<file path="config.mk">
export PLATFORM = sky130hd
export DESIGN_NAME = chnl_fifo_reader_flat
export DESIGN_NICKNAME = d
export VERILOG_FILES = /design/src/rtl/chnl_fifo_reader_if.sv /design/src/rtl/chnl_fifo_reader.sv /design/src/flat_wrapper.sv
export SDC_FILE = /design/constraint.sdc
export NUM_CORES = 1
export LEC_CHECK = 0
export CELL_PAD_IN_SITES_DETAIL_PLACEMENT = 1
export CELL_PAD_IN_SITES_GLOBAL_PLACEMENT = 1
export CORE_MARGIN = 2
export CORE_UTILIZATION = 24
export CTS_BUF_LIST = sky130_fd_sc_hd__clkbuf_8
export DETAILED_ROUTE_END_ITERATION = 12
export PLACE_DENSITY = 0.85
export SYNTH_ARGS = -nofsm -noshare
export SYNTH_HDL_FRONTEND = slang
export SYNTH_SLANG_ARGS = --single-unit
</file>
<file path="constraint.sdc">
create_clock -name clk -period 1.6 [get_ports clk]
set_input_delay 0.32 -clock clk [delete_from_list [all_inputs] [get_ports clk]]
set_output_delay 0.32 -clock clk [all_outputs]
set_load 0.005 [all_outputs]
</file>
<file path="src/rtl/chnl_fifo_reader_if.sv">
// Channel FIFO reader bundle: FIFO read port, formatter request/grant and
// the valid/ready word stream, plus the channel control inputs.
// The reader is the master; the FIFO and formatter side is the slave.
interface chnl_fifo_reader_if #(
  parameter int FIFO_WIDE     = 32,
  parameter int FIFO_PTR_WIDE = 3
);
  // channel control
  logic                     chnl_en;
  logic [1:0]               pkt_len_sel;

  // FIFO read port
  logic                     fifo_empty;
  logic [FIFO_PTR_WIDE:0]   fifo_slack;
  logic [FIFO_WIDE-1:0]     fifo_data_out;
  logic                     fifo_rd_en;

  // formatter request / grant
  logic                     fmt_req;
  logic                     fmt_grant;

  // formatter word stream
  logic                     fmt_valid;
  logic                     fmt_ready;
  logic [FIFO_WIDE-1:0]     fmt_data;
  logic                     fmt_start;
  logic                     fmt_end;

  modport master (
    input  chnl_en, pkt_len_sel,
    input  fifo_empty, fifo_slack, fifo_data_out,
    output fifo_rd_en,
    output fmt_req,
    input  fmt_grant,
    output fmt_valid, fmt_data, fmt_start, fmt_end,
    input  fmt_ready
  );

  modport slave (
    output chnl_en, pkt_len_sel,
    output fifo_empty, fifo_slack, fifo_data_out,
    input  fifo_rd_en,
    input  fmt_req,
    output fmt_grant,
    input  fmt_valid, fmt_data, fmt_start, fmt_end,
    output fmt_ready
  );
endinterface

</file>
<file path="src/rtl/chnl_fifo_reader.sv">
// Read-side consumer for one channel FIFO. Waits until a whole packet is
// buffered, requests the formatter, and after the grant drains exactly one
// packet through a valid/ready stream with first/last word markers.
// fmt_data is taken straight from the FIFO read data register, so a word is
// presented the cycle after its read strobe and held until the next read.
module chnl_fifo_reader #(
  parameter int FIFO_DEPTH    = 8,
  parameter int FIFO_WIDE     = 32,
  parameter int FIFO_PTR_WIDE = 3
) (
  input  logic                clk,
  input  logic                rst_n,
  chnl_fifo_reader_if.master  bus
);

  localparam int CW = FIFO_PTR_WIDE + 1;
  localparam logic [CW-1:0] DEPTH_C = CW'(FIFO_DEPTH);

  typedef enum logic [1:0] {
    IDLE = 2'd0,
    REQ  = 2'd1,
    SEND = 2'd2
  } state_t;

  state_t          state_reg,   state_next;
  logic [CW-1:0]   plen_reg,    plen_next;
  logic [CW-1:0]   rd_left_reg, rd_left_next;
  logic            pend_reg,    pend_next;
  logic            start_reg,   start_next;
  logic            end_reg,     end_next;

  logic [CW-1:0]   occ;
  logic [CW-1:0]   plen_dec;
  logic            rd_en;
  logic            word_xfer;

  // Buffered word count and the packet length selected by the current code.
  assign occ      = DEPTH_C - bus.fifo_slack;
  assign plen_dec = CW'(1) << bus.pkt_len_sel;

  // A word leaves the block whenever a presented word meets ready.
  assign word_xfer = pend_reg & bus.fmt_ready;

  // State register and per-packet bookkeeping; reset aborts any packet.
  always_ff @(posedge clk or negedge rst_n) begin
    if (!rst_n) begin
      state_reg   <= IDLE;
      plen_reg    <= '0;
      rd_left_reg <= '0;
      pend_reg    <= 1'b0;
      start_reg   <= 1'b0;
      end_reg     <= 1'b0;
    end else begin
      state_reg   <= state_next;
      plen_reg    <= plen_next;
      rd_left_reg <= rd_left_next;
      pend_reg    <= pend_next;
      start_reg   <= start_next;
      end_reg     <= end_next;
    end
  end

  // Next-state, read issue and word tagging.
  always_comb begin
    state_next   = state_reg;
    plen_next    = plen_reg;
    rd_left_next = rd_left_reg;
    start_next   = start_reg;
    end_next     = end_reg;
    rd_en        = 1'b0;

    case (state_reg)
      IDLE: begin
        // Length is frozen here so a later pkt_len_sel change cannot
        // disturb the packet in flight.
        if (bus.chnl_en && (occ >= plen_dec)) begin
          state_next = REQ;
          plen_next  = plen_dec;
        end
      end

      REQ: begin
        // A grant arriving together with chnl_en falling is honoured: the
        // formatter has already committed its slot to this channel.
        if (bus.fmt_grant) begin
          state_next   = SEND;
          rd_left_next = plen_reg;
        end else if (!bus.chnl_en) begin
          state_next = IDLE;
        end
      end

      SEND: begin
        // Read only when a word is still owed, the FIFO has data, and the
        // output slot is free or being emptied this cycle. An empty FIFO
        // here just stalls until data shows up.
        rd_en = (rd_left_reg != '0) & ~bus.fifo_empty & (~pend_reg | bus.fmt_ready);
        if (rd_en) begin
          rd_left_next = rd_left_reg - CW'(1);
          start_next   = (rd_left_reg == plen_reg);
          end_next     = (rd_left_reg == CW'(1));
        end
        // The last word was read when rd_left hit zero, so no read can be
        // racing this exit.
        if (word_xfer && end_reg) begin
          state_next = IDLE;
        end
      end

      default: begin
        state_next = IDLE;
      end
    endcase

    // Output slot stays occupied until the formatter takes the word.
    pend_next = rd_en | (pend_reg & ~bus.fmt_ready);
  end

  // Outputs: request is a decode of the state register, markers are only
  // meaningful while a word is presented.
  assign bus.fifo_rd_en = rd_en;
  assign bus.fmt_req    = (state_reg == REQ);
  assign bus.fmt_valid  = pend_reg;
  assign bus.fmt_data   = bus.fifo_data_out;
  assign bus.fmt_start  = pend_reg & start_reg;
  assign bus.fmt_end    = pend_reg & end_reg;

endmodule

</file>
<file path="src/flat_wrapper.sv">
// flat-port wrapper written by rule: the top's interface ports become plain ports
module chnl_fifo_reader_flat 
#(
  parameter int FIFO_DEPTH    = 8,
  parameter int FIFO_WIDE     = 32,
  parameter int FIFO_PTR_WIDE = 3
)
  (clk, rst_n, bus_chnl_en, bus_pkt_len_sel, bus_fifo_empty, bus_fifo_slack, bus_fifo_data_out, bus_fifo_rd_en, bus_fmt_req, bus_fmt_grant, bus_fmt_valid, bus_fmt_data, bus_fmt_start, bus_fmt_end, bus_fmt_ready);
  chnl_fifo_reader_if #(.FIFO_WIDE(FIFO_WIDE), .FIFO_PTR_WIDE(FIFO_PTR_WIDE)) bus_i ();
  input  logic clk;
  input  logic rst_n;
  input wire logic [$bits(bus_i.chnl_en)-1:0] bus_chnl_en;
  input wire logic [$bits(bus_i.pkt_len_sel)-1:0] bus_pkt_len_sel;
  input wire logic [$bits(bus_i.fifo_empty)-1:0] bus_fifo_empty;
  input wire logic [$bits(bus_i.fifo_slack)-1:0] bus_fifo_slack;
  input wire logic [$bits(bus_i.fifo_data_out)-1:0] bus_fifo_data_out;
  output wire logic [$bits(bus_i.fifo_rd_en)-1:0] bus_fifo_rd_en;
  output wire logic [$bits(bus_i.fmt_req)-1:0] bus_fmt_req;
  input wire logic [$bits(bus_i.fmt_grant)-1:0] bus_fmt_grant;
  output wire logic [$bits(bus_i.fmt_valid)-1:0] bus_fmt_valid;
  output wire logic [$bits(bus_i.fmt_data)-1:0] bus_fmt_data;
  output wire logic [$bits(bus_i.fmt_start)-1:0] bus_fmt_start;
  output wire logic [$bits(bus_i.fmt_end)-1:0] bus_fmt_end;
  input wire logic [$bits(bus_i.fmt_ready)-1:0] bus_fmt_ready;
  assign bus_i.chnl_en = bus_chnl_en;
  assign bus_i.pkt_len_sel = bus_pkt_len_sel;
  assign bus_i.fifo_empty = bus_fifo_empty;
  assign bus_i.fifo_slack = bus_fifo_slack;
  assign bus_i.fifo_data_out = bus_fifo_data_out;
  assign bus_fifo_rd_en = bus_i.fifo_rd_en;
  assign bus_fmt_req = bus_i.fmt_req;
  assign bus_i.fmt_grant = bus_fmt_grant;
  assign bus_fmt_valid = bus_i.fmt_valid;
  assign bus_fmt_data = bus_i.fmt_data;
  assign bus_fmt_start = bus_i.fmt_start;
  assign bus_fmt_end = bus_i.fmt_end;
  assign bus_i.fmt_ready = bus_fmt_ready;
  chnl_fifo_reader #(.FIFO_DEPTH(FIFO_DEPTH), .FIFO_WIDE(FIFO_WIDE), .FIFO_PTR_WIDE(FIFO_PTR_WIDE)) u_core (.clk(clk), .rst_n(rst_n), .bus(bus_i));
endmodule
</file>
# Word-level counts from Yosys, hierarchy flattened

Cells that the tools add are included.

Register bits: 13
Bits of input ports: 44
Output and inout port bits: 37
Word-level logic and storage cells: 48

$add $sub $neg: 2
Magnitude comparators: 1
Eq/ne operators: 9
Shift operators: 1
Muxes and demuxes: 9
Bitwise logic cells: 11
Reduce and logical (&&, ||, !) cells: 9

Operators by type and width:

| cell                  | count |
|---|---|
| $mux W2               | 4 |
| $mux W4               | 2 |
| $ne A2 B1 Y1 const B  | 4 |
| $pmux W4 S2           | 1 |
| $and A1 B1 Y1         | 6 |
| $pmux W2 S3           | 1 |
| $reduce_and A3 Y1     | 2 |
| $eq A4 B1 Y1 const B  | 1 |
| $eq A4 B4 Y1          | 1 |
| $ge A4 B4 Y1          | 1 |
| $reduce_and A2 Y1     | 2 |
| $reduce_bool A4 Y1    | 1 |
| $shl A1 B2 Y4 const A | 1 |
| $sub A4 B1 Y4 const B | 1 |
| $sub A4 B4 Y4 const A | 1 |
| $ne A3 B2 Y1 const B  | 1 |
| $not A1 Y1            | 3 |
| $eq A2 B1 Y1 const B  | 1 |
| $eq A2 B2 Y1 const B  | 1 |
| $logic_and A1 B1 Y1   | 2 |
| $logic_not A2 Y1      | 1 |
| $or A1 B1 Y1          | 2 |
| $reduce_bool A2 Y1    | 1 |
| $mux W1               | 1 |

# Logic depth before layout (Yosys ltp)

Gate-level depths: netlist of the first run.

Depth after elaboration: 5
Depth in mapped cells: 8
Depth with buffers taken out: 7

# Least setup slack after synthesis of the first run

Ideal clock, no wire load.

Path kind: input-to-reg
Start: input bus_fifo_slack[0]
End: register u_core.state_reg[0]
Library setup time: 125 ps
Arrival: 1666 ps
Required time: 1475 ps
Slack: -191 ps
Stages: 8
Buffers on the path: 1
Cell sequence: inv_1 -> ha_1 -> xnor2_1 -> ha_1 -> or2_1 -> clkbuf_1 -> a311oi_1 -> a2111oi_0

Longest elaborated chain between the ends: 5

RTL lines:

| item                               | RTL line               | source |
|---|---|---|
| start: declaration                 | flat_wrapper.sv:15     | `input wire logic [$bits(bus_i.fifo_slack)-1:0] bus_fifo_slack;` |
| $sub A4 B4 Y4                      | chnl_fifo_reader.sv:38 | `assign occ = DEPTH_C - bus.fifo_slack;` |
| $ge A4 B4 Y1                       | chnl_fifo_reader.sv:76 | `if (bus.chnl_en && (occ >= plen_dec)) begin` |
| $logic_and A1 B1 Y1                | chnl_fifo_reader.sv:76 |  |
| $ne A2 B1 Y1 (no source line)      | --                     |  |
| $reduce_and A3 Y1 (no source line) | --                     |  |
| end signal: assignment             | chnl_fifo_reader.sv:54 | `state_reg <= state_next;` |
| end: declaration                   | chnl_fifo_reader.sv:25 | `state_t state_reg, state_next;` |

Every way passes these cells.
A chain may end at the register's enable or synchronous reset.

# Worst setup path after layout of the first run

Start: register u_core.rd_left_reg[1]
End: output bus_fifo_rd_en

Longest elaborated chain between the ends: 4

RTL lines:

| item                       | RTL line               | source |
|---|---|---|
| start: declaration         | chnl_fifo_reader.sv:27 | `logic [CW-1:0] rd_left_reg, rd_left_next;` |
| start signal: assignment   | chnl_fifo_reader.sv:56 | `rd_left_reg <= rd_left_next;` |
| $reduce_bool A4 Y1         | chnl_fifo_reader.sv:97 | `rd_en = (rd_left_reg != '0) & ~bus.fifo_empty & (~pend_reg \| bus.fmt_ready);` |
| $and A1 B1 Y1 (2 in a row) | chnl_fifo_reader.sv:97 |  |
| $mux W1                    | chnl_fifo_reader.sv:72 | `case (state_reg)` |
| end: declaration           | flat_wrapper.sv:17     | `output wire logic [$bits(bus_i.fifo_rd_en)-1:0] bus_fifo_rd_en;` |

Every way passes these cells.

==> results_dict.tcl, run 1 <==
set metrics [dict create \
    max_freq_ghz 0.599 \
    critPathKind "flip-flop to output port" \
    maxSlewViolCount 0 \
    num_rows 26 \
    ff2ff_path_depth 8 \
    required_ps 1280 \
    avgSynthCellArea_um2 8.64 \
    core_um2 5170 \
    critPathSlowestCell "dfrtp_1" \
    worst_r2r_startpoint "u_core.rd_left_reg[0]" \
    tightest_slew_ps 380 \
    netlist.area_leader.share_pct 24.9 \
    reg2reg_to "u_core.rd_left_reg[3]" \
    die_h_um 77.7 \
    tns_ps -118 \
    via_count 1145 \
    io_pins 81 \
    leakagePower_nw 0.822 \
    async_flop_share_pct 100 \
    rsz0062_at_grt "true" \
    tritoncts "yes" \
    wl_um 3590 \
    hold_slack_ps 387 \
    initial_core_util_pct 25.2 \
    synth-compound-area-share_pct 15.5 \
    cts_buffer_depth 2 \
    synthXorXnorAreaFrac_pct 4.03 \
    clkTransAtPathRegs_ps 60 \
    grt_max_degree 14 \
    drive_above_1_share_pct 45.7 \
    cts_sinks 13 \
    wire_per_inst_um 14.8 \
    hpwlAfterDp_um 2470 \
    numPortBuffers 16 \
    fin_nets 225 \
    layout_commonest_cell "buf_4" \
    fill_cells 592 \
    grt_pass1_wl_um 5580 \
    p_per_area_nw_per_um2 1380 \
    drc_errors 0 \
    synth_fa_ha_area_share_pct 6.71 \
    synth_top_family_by_area "buffers and inverters" \
    power_mw 2.49 \
    syn2layout_area_growth_pct 38.1 \
    ys_seq_area_share_pct 24.9 \
    cp.arrival_ps 1350 \
    ys_types 40 \
    postSynthCellCount 151 \
    cts_max_level 1 \
    synth_edf_count 0 \
    final.min_clock_period_ps 1670 \
    grt_util_all_layers_pct 11.5 \
    synthSimpleGateAreaFrac_pct 22.5 \
    n_antenna_cell 0 \
    dr.pass1.iters 4 \
    postCtsHoldBufs 0 \
    finalClockSkew_ps 2.01 \
    root_buffer "clkbuf_8" \
    clk_latency_ps 250 \
    grt-ovfl-total 0 \
    vdd_drop_max_mv 0.416 \
    initialDrtViolationCount 24 \
    antenna_found_initial 0 \
    status "finished, violations left" \
    critical_path.max_fanout 2 \
    r2r_slack_ps -50 \
    final_cell_mix "buf_4 (37), dfrtp_1 (13), inv_1 (10), nand3_1 (9)" \
    synth_area_leaders "dfrtp_1 (25%), buf_4 (18%), ha_1 (6.7%), nand3_1 (3.8%), inv_1 (3.5%)" \
    gp_congestion 0.774 \
    die-width_um 77.7 \
    yosys.area.top_type "dfrtp_1" \
    final_util_pct 34.8 \
    yosysWarnings 0 \
    hold_viol_final 0 \
    drtAntennaViolNets 0 \
    synth_nets 202 \
    max_cap_viol_count 0 \
    final.setup.worst_slack_ps -68.6 \
    avgViaCountPerCell 4.71 \
    dieArea_um2 6040 \
    grt_pass1_vias 1232 \
    timing.final.crit_share_pct 104 \
    crit_path_max_incr_delay_ps 360 \
    failed_checks "negative setup slack" \
    ys_ff_latch 13 \
    finalSetupViolations 3 \
    netlist_area_um2 1310 \
    crit_chain "inv_2 > ha_4 > nor3b_4 > nor4_4 > buf_2" \
    max-slew-margin-rel_pct 74.6 \
    numCtsBuffers 3 \
    synthMuxAreaShare_pct 2.78 \
    yosys_most_used_dff "dfrtp_1" \
    hold_path_class "primary input to asynchronous set/reset pin" \
    startpoint_type "flip-flop" \
    end_kind "output port" \
]
-- worst max-delay path, delay by kind of cell, from the launching register on --
family                   cells  cell delay (ps)
flip-flops                   1              360
adder cells (fa/ha/maj)      1              150
AND/OR/NAND/NOR              2              370
buffers and inverters        2              210
-- stage by stage --
| stage | setup WS [ps] | cell area [um^2] | cells |
|---|---|---|---|
| after floorplan | -97.5 | 1380 | 151 |
| after global placement | -758 | 1560 | 229 |
| after detailed placement | -824 | 1560 | 229 |
| after CTS | -85.0 | 1680 | 237 |
| after global routing | -144 | 1800 | 243 |
| final | -68.6 | 1800 | 243 |
-- cell families (layout without fill, tap and decap cells) --
| logic type | after synthesis | in the layout |
|---|---|---|
| xor gates and xnor gates | 6 | 6 |
| DFF | 13 | 13 |
| AOI/OAI and AO/OA | 24 | 24 |
| and+or+nand+nor | 49 | 49 |
| buffers and inverters | 49 | 71 |
| adders and majority gates | 7 | 7 |
| muxes | 3 | 3 |
-- cell usage after synthesis (2+ instances only) --
library cell / number
xor2_1: 5
o21ai_1: 3
a211o_1: 5
a21oi_1: 2
a311oi_1: 4
nor3_1: 5
and3_1: 5
ha_1: 7
inv_1: 12
clkbuf_1: 3
nand2b_1: 3
or2_1: 2
nand3_1: 10
o21ai_0: 2
and2_1: 2
nor2b_1: 5
buf_2: 2
nand2_1: 4
nor2_1: 6
dfrtp_1: 13
buf_4: 32
-- how the worst max path moves through the flow --
| stage | start | to | slack [ps] |
|---|---|---|---|
| finish | u_core.rd_left_reg[1] | bus_fifo_rd_en | -70 |
| global route | u_core.rd_left_reg[1] | bus_fifo_rd_en | -140 |
| CTS | u_core.rd_left_reg[1] | bus_fifo_rd_en | -80 |
| detailed placement | bus_fifo_slack[1] | u_core.state_reg[0] | -820 |
| global placement | bus_fifo_slack[1] | u_core.state_reg[0] | -760 |
| floorplan | u_core.rd_left_reg[0] | u_core.rd_left_reg[0] | -100 |
-- what timing repair did --
action / CTS / global route
setup endpoints to repair: 14 / 11
setup buffers: 4 / 5
gates cloned: 0 / 1
pin swaps: 11 / 9
gates resized for setup: 41 / 20
-- cell type report --
type	count	area, um^2	share of cell area, %
multi-input combinational	89	837	46.5
timing repair buffer	55	444	24.7
sequential	13	325	18.1
tap	70	87.6	4.86
inverter	12	62.6	3.47
clock buffer	3	41.3	2.29
clock inverter	1	3.75	0.208
-- layer usage --
metal	part of all wire, %	global-route usage (%)
met2	55	21.1
met1	38	12.1
met4	2.3	3.93
met5	0	0
met3	4.9	3.84
-- power by group --
part | switching [mW] | internal [mW]
registers | 0.109 | 0.476
logic | 0.776 | 0.828
clock network | 0.135 | 0.170
No activity file was read; power rests on OpenSTA's default activity.
==> run 2, diff against run 1 <==
REMOVE_ABC_BUFFERS = 1   (was default)
==> results_dict.tcl, run 2 (same netlist as run 1, synthesis figures left out) <==
set metrics [dict create \
    cp_num_buf_inv 2 \
    grt_pass1_wl_um 6910 \
    final_util_pct 33.5 \
    tritoncts "yes" \
    rsz0062_at_grt "true" \
    die_h_um 77.7 \
    core_um2 5170 \
    root_buffer "clkbuf_8" \
    hold_path_class "primary input to asynchronous set/reset pin" \
    io_pins 81 \
    timing.final.crit_share_pct 105 \
    critical_path.max_fanout 2 \
    numPortBuffers 16 \
    n_antenna_cell 0 \
    critPathSlowestCell "dfrtp_1" \
    cts_sinks 13 \
    initial_core_util_pct 25.2 \
    status "finished, violations left" \
    ff_latch_area_um2 325 \
    final.setup.worst_slack_ps -87.2 \
    setup.worst_path.start "u_core.rd_left_reg[1]" \
    failed_checks "negative setup slack" \
    startpoint_type "flip-flop" \
    die-width_um 77.7 \
    dieArea_um2 6040 \
    drtAntennaViolNets 0 \
    max_freq_ghz 0.593 \
    fill_cells 602 \
    end_kind "output port" \
    maxSlewViolCount 0 \
    r2r_slack_ps -40 \
    drc_errors 0 \
    dr.pass1.iters 4 \
    critPathKind "flip-flop to output port" \
    cts_max_level 1 \
    tns_ps -131 \
    grt-ovfl-total 0 \
    via_count 1179 \
    tightest_slew_ps 453 \
    reg2reg_to "u_core.rd_left_reg[1]" \
    multi_input_area_um2 825 \
    fin_nets 222 \
    syn2layout_area_growth_pct 32.8 \
    final.min_clock_period_ps 1690 \
    required_ps 1280 \
    grt_pass1_vias 1268 \
    ff2ff_path_depth 8 \
    finalSetupViolations 2 \
    cpLargestDelayFamily "simple AND/OR/NAND/NOR gates" \
    final_cell_mix "buf_4 (33), dfrtp_1 (13), nand3_1 (10), inv_1 (9)" \
    wl_um 4570 \
    crit_chain "inv_2 > ha_4 > nor3b_4 > nor4_4 > buf_2" \
    vdd_drop_max_mv 0.384 \
    grt_util_all_layers_pct 15.2 \
    drive_above_1_share_pct 44.7 \
    avgViaCountPerCell 4.91 \
    crit_path_end "bus_fifo_rd_en" \
    cp.arrival_ps 1370 \
    crit_path_max_incr_delay_ps 360 \
    initialDrtViolationCount 20 \
    layout_commonest_cell "buf_4" \
    max-slew-margin-rel_pct 69.7 \
    leakagePower_nw 0.778 \
    worst_r2r_startpoint "u_core.rd_left_reg[1]" \
    clk_latency_ps 260 \
    cts_buffer_depth 2 \
    finalClockSkew_ps 2.54 \
    hpwlAfterDp_um 3280 \
    postCtsHoldBufs 0 \
    num_rows 26 \
    crit_cells 5 \
    p_per_area_nw_per_um2 1420 \
    numCtsBuffers 3 \
    hold_viol_final 0 \
    wire_per_inst_um 19.0 \
    clkTransAtPathRegs_ps 60 \
    max_cap_viol_count 0 \
    grt_max_degree 14 \
    gp_congestion 0.781 \
    antenna_found_initial 0 \
]
-- run 2: worst min path at each step --
stage                     slack [ps]  depth (start not counted)               endpoint        startpoint
after CTS                        400                          2   u_core.bus.fmt_valid             rst_n
after global placement           490                          1       u_core.start_reg  u_core.start_reg
final                            390                          2  u_core.rd_left_reg[3]             rst_n
after floorplan                   20                          0   u_core.bus.fmt_valid             rst_n
after global routing             410                          2  u_core.rd_left_reg[3]             rst_n
after detailed placement         510                          1       u_core.start_reg  u_core.start_reg
-- run 2: final cells by class --
type	instances	area share (%)
inverters	12	2.60
repair buffers	52	23.4
multi-input cells	89	47.6
clock buffers	3	2.38
flip-flops and latches	13	18.8
clock inverters	1	0.217
well taps	70	5.05
-- run 2: worst register-to-register path, cell delays in order, from the launching register on --
cell      delay, ps
dfrtp_1         360
inv_2            60
ha_4            160
nor3b_4         160
buf_4           140
o41ai_4         250
buf_4           220
o211ai_1        100
o21ai_1         120
-- run 2: per-stage QoR --
step	power, mW	hold slack, ps	worst slack, ps	instances	cell area (um^2)
after floorplan	1.32	24.4	-128	114	1040
after global routing	2.64	413	-161	240	1730
after detailed placement	1.89	510	-829	227	1490
after CTS	2.34	395	-79.0	235	1660
after global placement	1.82	493	-673	227	1490
final	2.47	386	-87.2	240	1730
-- run 2: timing repair --
item | in CTS | in global routing
buffers inserted | 4 | 4
resized for setup | 49 | 12
endpoints found under the setup margin | 14 | 11
pin swaps | 12 | 9
cloned | 0 | 1
-- run 2: layer usage --
layer  GRT usage (%)  vias to the layer above  part of all wire [%]
li1                -                      526                     -
met1            16.4                      587                    40
met2            23.4                       63                    47
met3            9.65                        3                    12
met4            4.64                        0                  0.94
met5            9.09                        -                     0
-- run 2: report_power, final --
part / internal, mW / switching, mW
Clock: 0.171 / 0.140
Sequential: 0.476 / 0.113
Combinational: 0.812 / 0.757
==> run 3, diff against run 2 <==
PLACE_DENSITY = 0.89   (was 0.85)
==> results_dict.tcl, run 3 (same netlist as run 1, synthesis figures left out) <==
set metrics [dict create \
    status "finished, violations left" \
    failed_checks "negative setup slack" \
    timing.final.crit_share_pct 105 \
    vdd_drop_max_mv 0.402 \
    hold_path_class "primary input to asynchronous set/reset pin" \
    dieArea_um2 6040 \
    tightest_slew_ps 436 \
    leakagePower_nw 0.815 \
    grtUsageMet3_pct 10.3 \
    finalClockSkew_ps 4.83 \
    critPathSlowestCell "dfrtp_1" \
    cp.arrival_ps 1360 \
    r2r_slack_ps -70 \
    required_ps 1280 \
    initial_core_util_pct 25.2 \
    layout_commonest_cell "buf_4" \
    max-slew-margin-rel_pct 70.9 \
    fill_cells 607 \
    crit_chain "inv_2 > ha_4 > nor3b_4 > nor4_4 > buf_2" \
    rsz0062_at_grt "true" \
    p_per_area_nw_per_um2 1410 \
    tritoncts "yes" \
    wl_um 4720 \
    syn2layout_area_growth_pct 37.7 \
    end_kind "output port" \
    place_ws_ps -720 \
    max_freq_ghz 0.596 \
    drc_errors 0 \
    num_rows 26 \
    worst_r2r_startpoint "u_core.rd_left_reg[1]" \
    grt_pass1_vias 1329 \
    numCtsBuffers 3 \
    dr.pass1.iters 4 \
    ff2ff_path_depth 7 \
    critical_path.max_fanout 2 \
    max_cap_viol_count 0 \
    maxSlewViolCount 0 \
    final_cell_mix "buf_4 (39), dfrtp_1 (13), inv_1 (9), nand3_1 (7)" \
    hpwlAfterDp_um 3280 \
    clkTransAtPathRegs_ps 60 \
    reg2reg_to "u_core.rd_left_reg[0]" \
    cts_sinks 13 \
    via_count 1236 \
    numPortBuffers 16 \
    clk_latency_ps 250 \
    grt_util_all_layers_pct 15.5 \
    avgViaCountPerCell 5.02 \
    numPlacedInstances 229 \
    finalSetupViolations 5 \
    drtAntennaViolNets 0 \
    wire_per_inst_um 19.2 \
    fin_nets 228 \
    io_pins 81 \
    critPathKind "flip-flop to output port" \
    grt-ovfl-total 0 \
    cts_buffer_depth 2 \
    antenna_found_initial 0 \
    cts_max_level 1 \
    die-width_um 77.7 \
    crit_path_max_incr_delay_ps 360 \
    grt_pass1_wl_um 6990 \
    hold_viol_final 0 \
    layout.cells.non_filler 246 \
    tns_ps -225 \
    met2_usage_pct 24.9 \
    initialDrtViolationCount 64 \
    final_util_pct 34.7 \
    final.setup.worst_slack_ps -78.0 \
    drive_above_1_share_pct 46.0 \
    n_antenna_cell 0 \
    top_usage_layer "met2" \
    startpoint_type "flip-flop" \
    ff_latch_area_um2 325 \
    core_um2 5170 \
    gp_congestion 0.755 \
    multi_input_area_um2 836 \
    die_h_um 77.7 \
    grt_max_degree 14 \
    grt_util_met1_pct 15.4 \
    final.min_clock_period_ps 1680 \
    root_buffer "clkbuf_8" \
]
run 3: per-layer routing:
layer | wire length (um) | up-vias
li1 | - | 545
met1 | 1730 | 609
met2 | 2310 | 67
met3 | 543 | 13
met4 | 105 | 2
met5 | 28 | -
run 3: cell type report:
type                       count  area share [%]
sequential                    13            18.1
clock buffer                   3            2.30
inverter                      12            2.51
clock inverter                 1           0.209
multi-input combinational     89            46.5
timing repair buffer          58            25.5
tap                           70            4.87
run 3: critical path: cells and delay by family, from the launching register on:
| family | cells | cell delay [ps] |
|---|---|---|
| flip-flops | 1 | 360 |
| buffers and inverters | 2 | 220 |
| adder cells (fa/ha/maj) | 1 | 150 |
| AND/OR/NAND/NOR | 2 | 380 |
run 3: how the worst max path moves through the flow:
stage / startpoint / cells after the start / end
final: u_core.rd_left_reg[1] / 5 / bus_fifo_rd_en
after global routing: u_core.rd_left_reg[1] / 5 / bus_fifo_rd_en
after CTS: u_core.rd_left_reg[1] / 5 / bus_fifo_rd_en
after detailed placement: bus_fifo_slack[0] / 7 / u_core.state_reg[0]
after global placement: bus_fifo_slack[0] / 7 / u_core.state_reg[0]
after floorplan: u_core.rd_left_reg[0] / 6 / u_core.rd_left_reg[0]
run 3: where the power goes:
group          leakage, nW  switching, mW  total [mW]  internal, mW
logic                0.633          0.784        1.64         0.859
clock network       0.0269          0.129       0.299         0.170
registers            0.155          0.109       0.585         0.476
total                0.815           1.02        2.53          1.50
run 3: stage by stage:
stage                     area (um^2)  total power, mW  hold slack, ps
after global routing             1800             2.72             384
after CTS                        1730             2.40             382
after global placement           1510             1.81             492
after detailed placement         1510             1.90             489
final                            1800             2.53             376
after floorplan                  1040             1.32            24.4
run 3: what timing repair did:
action,4_1_cts,5_1_grt
setup endpoints to repair,14,11
buffers inserted,8,4
cloned,0,1
resized for setup,51,12
hold buffers,0,0
pin swaps,18,10
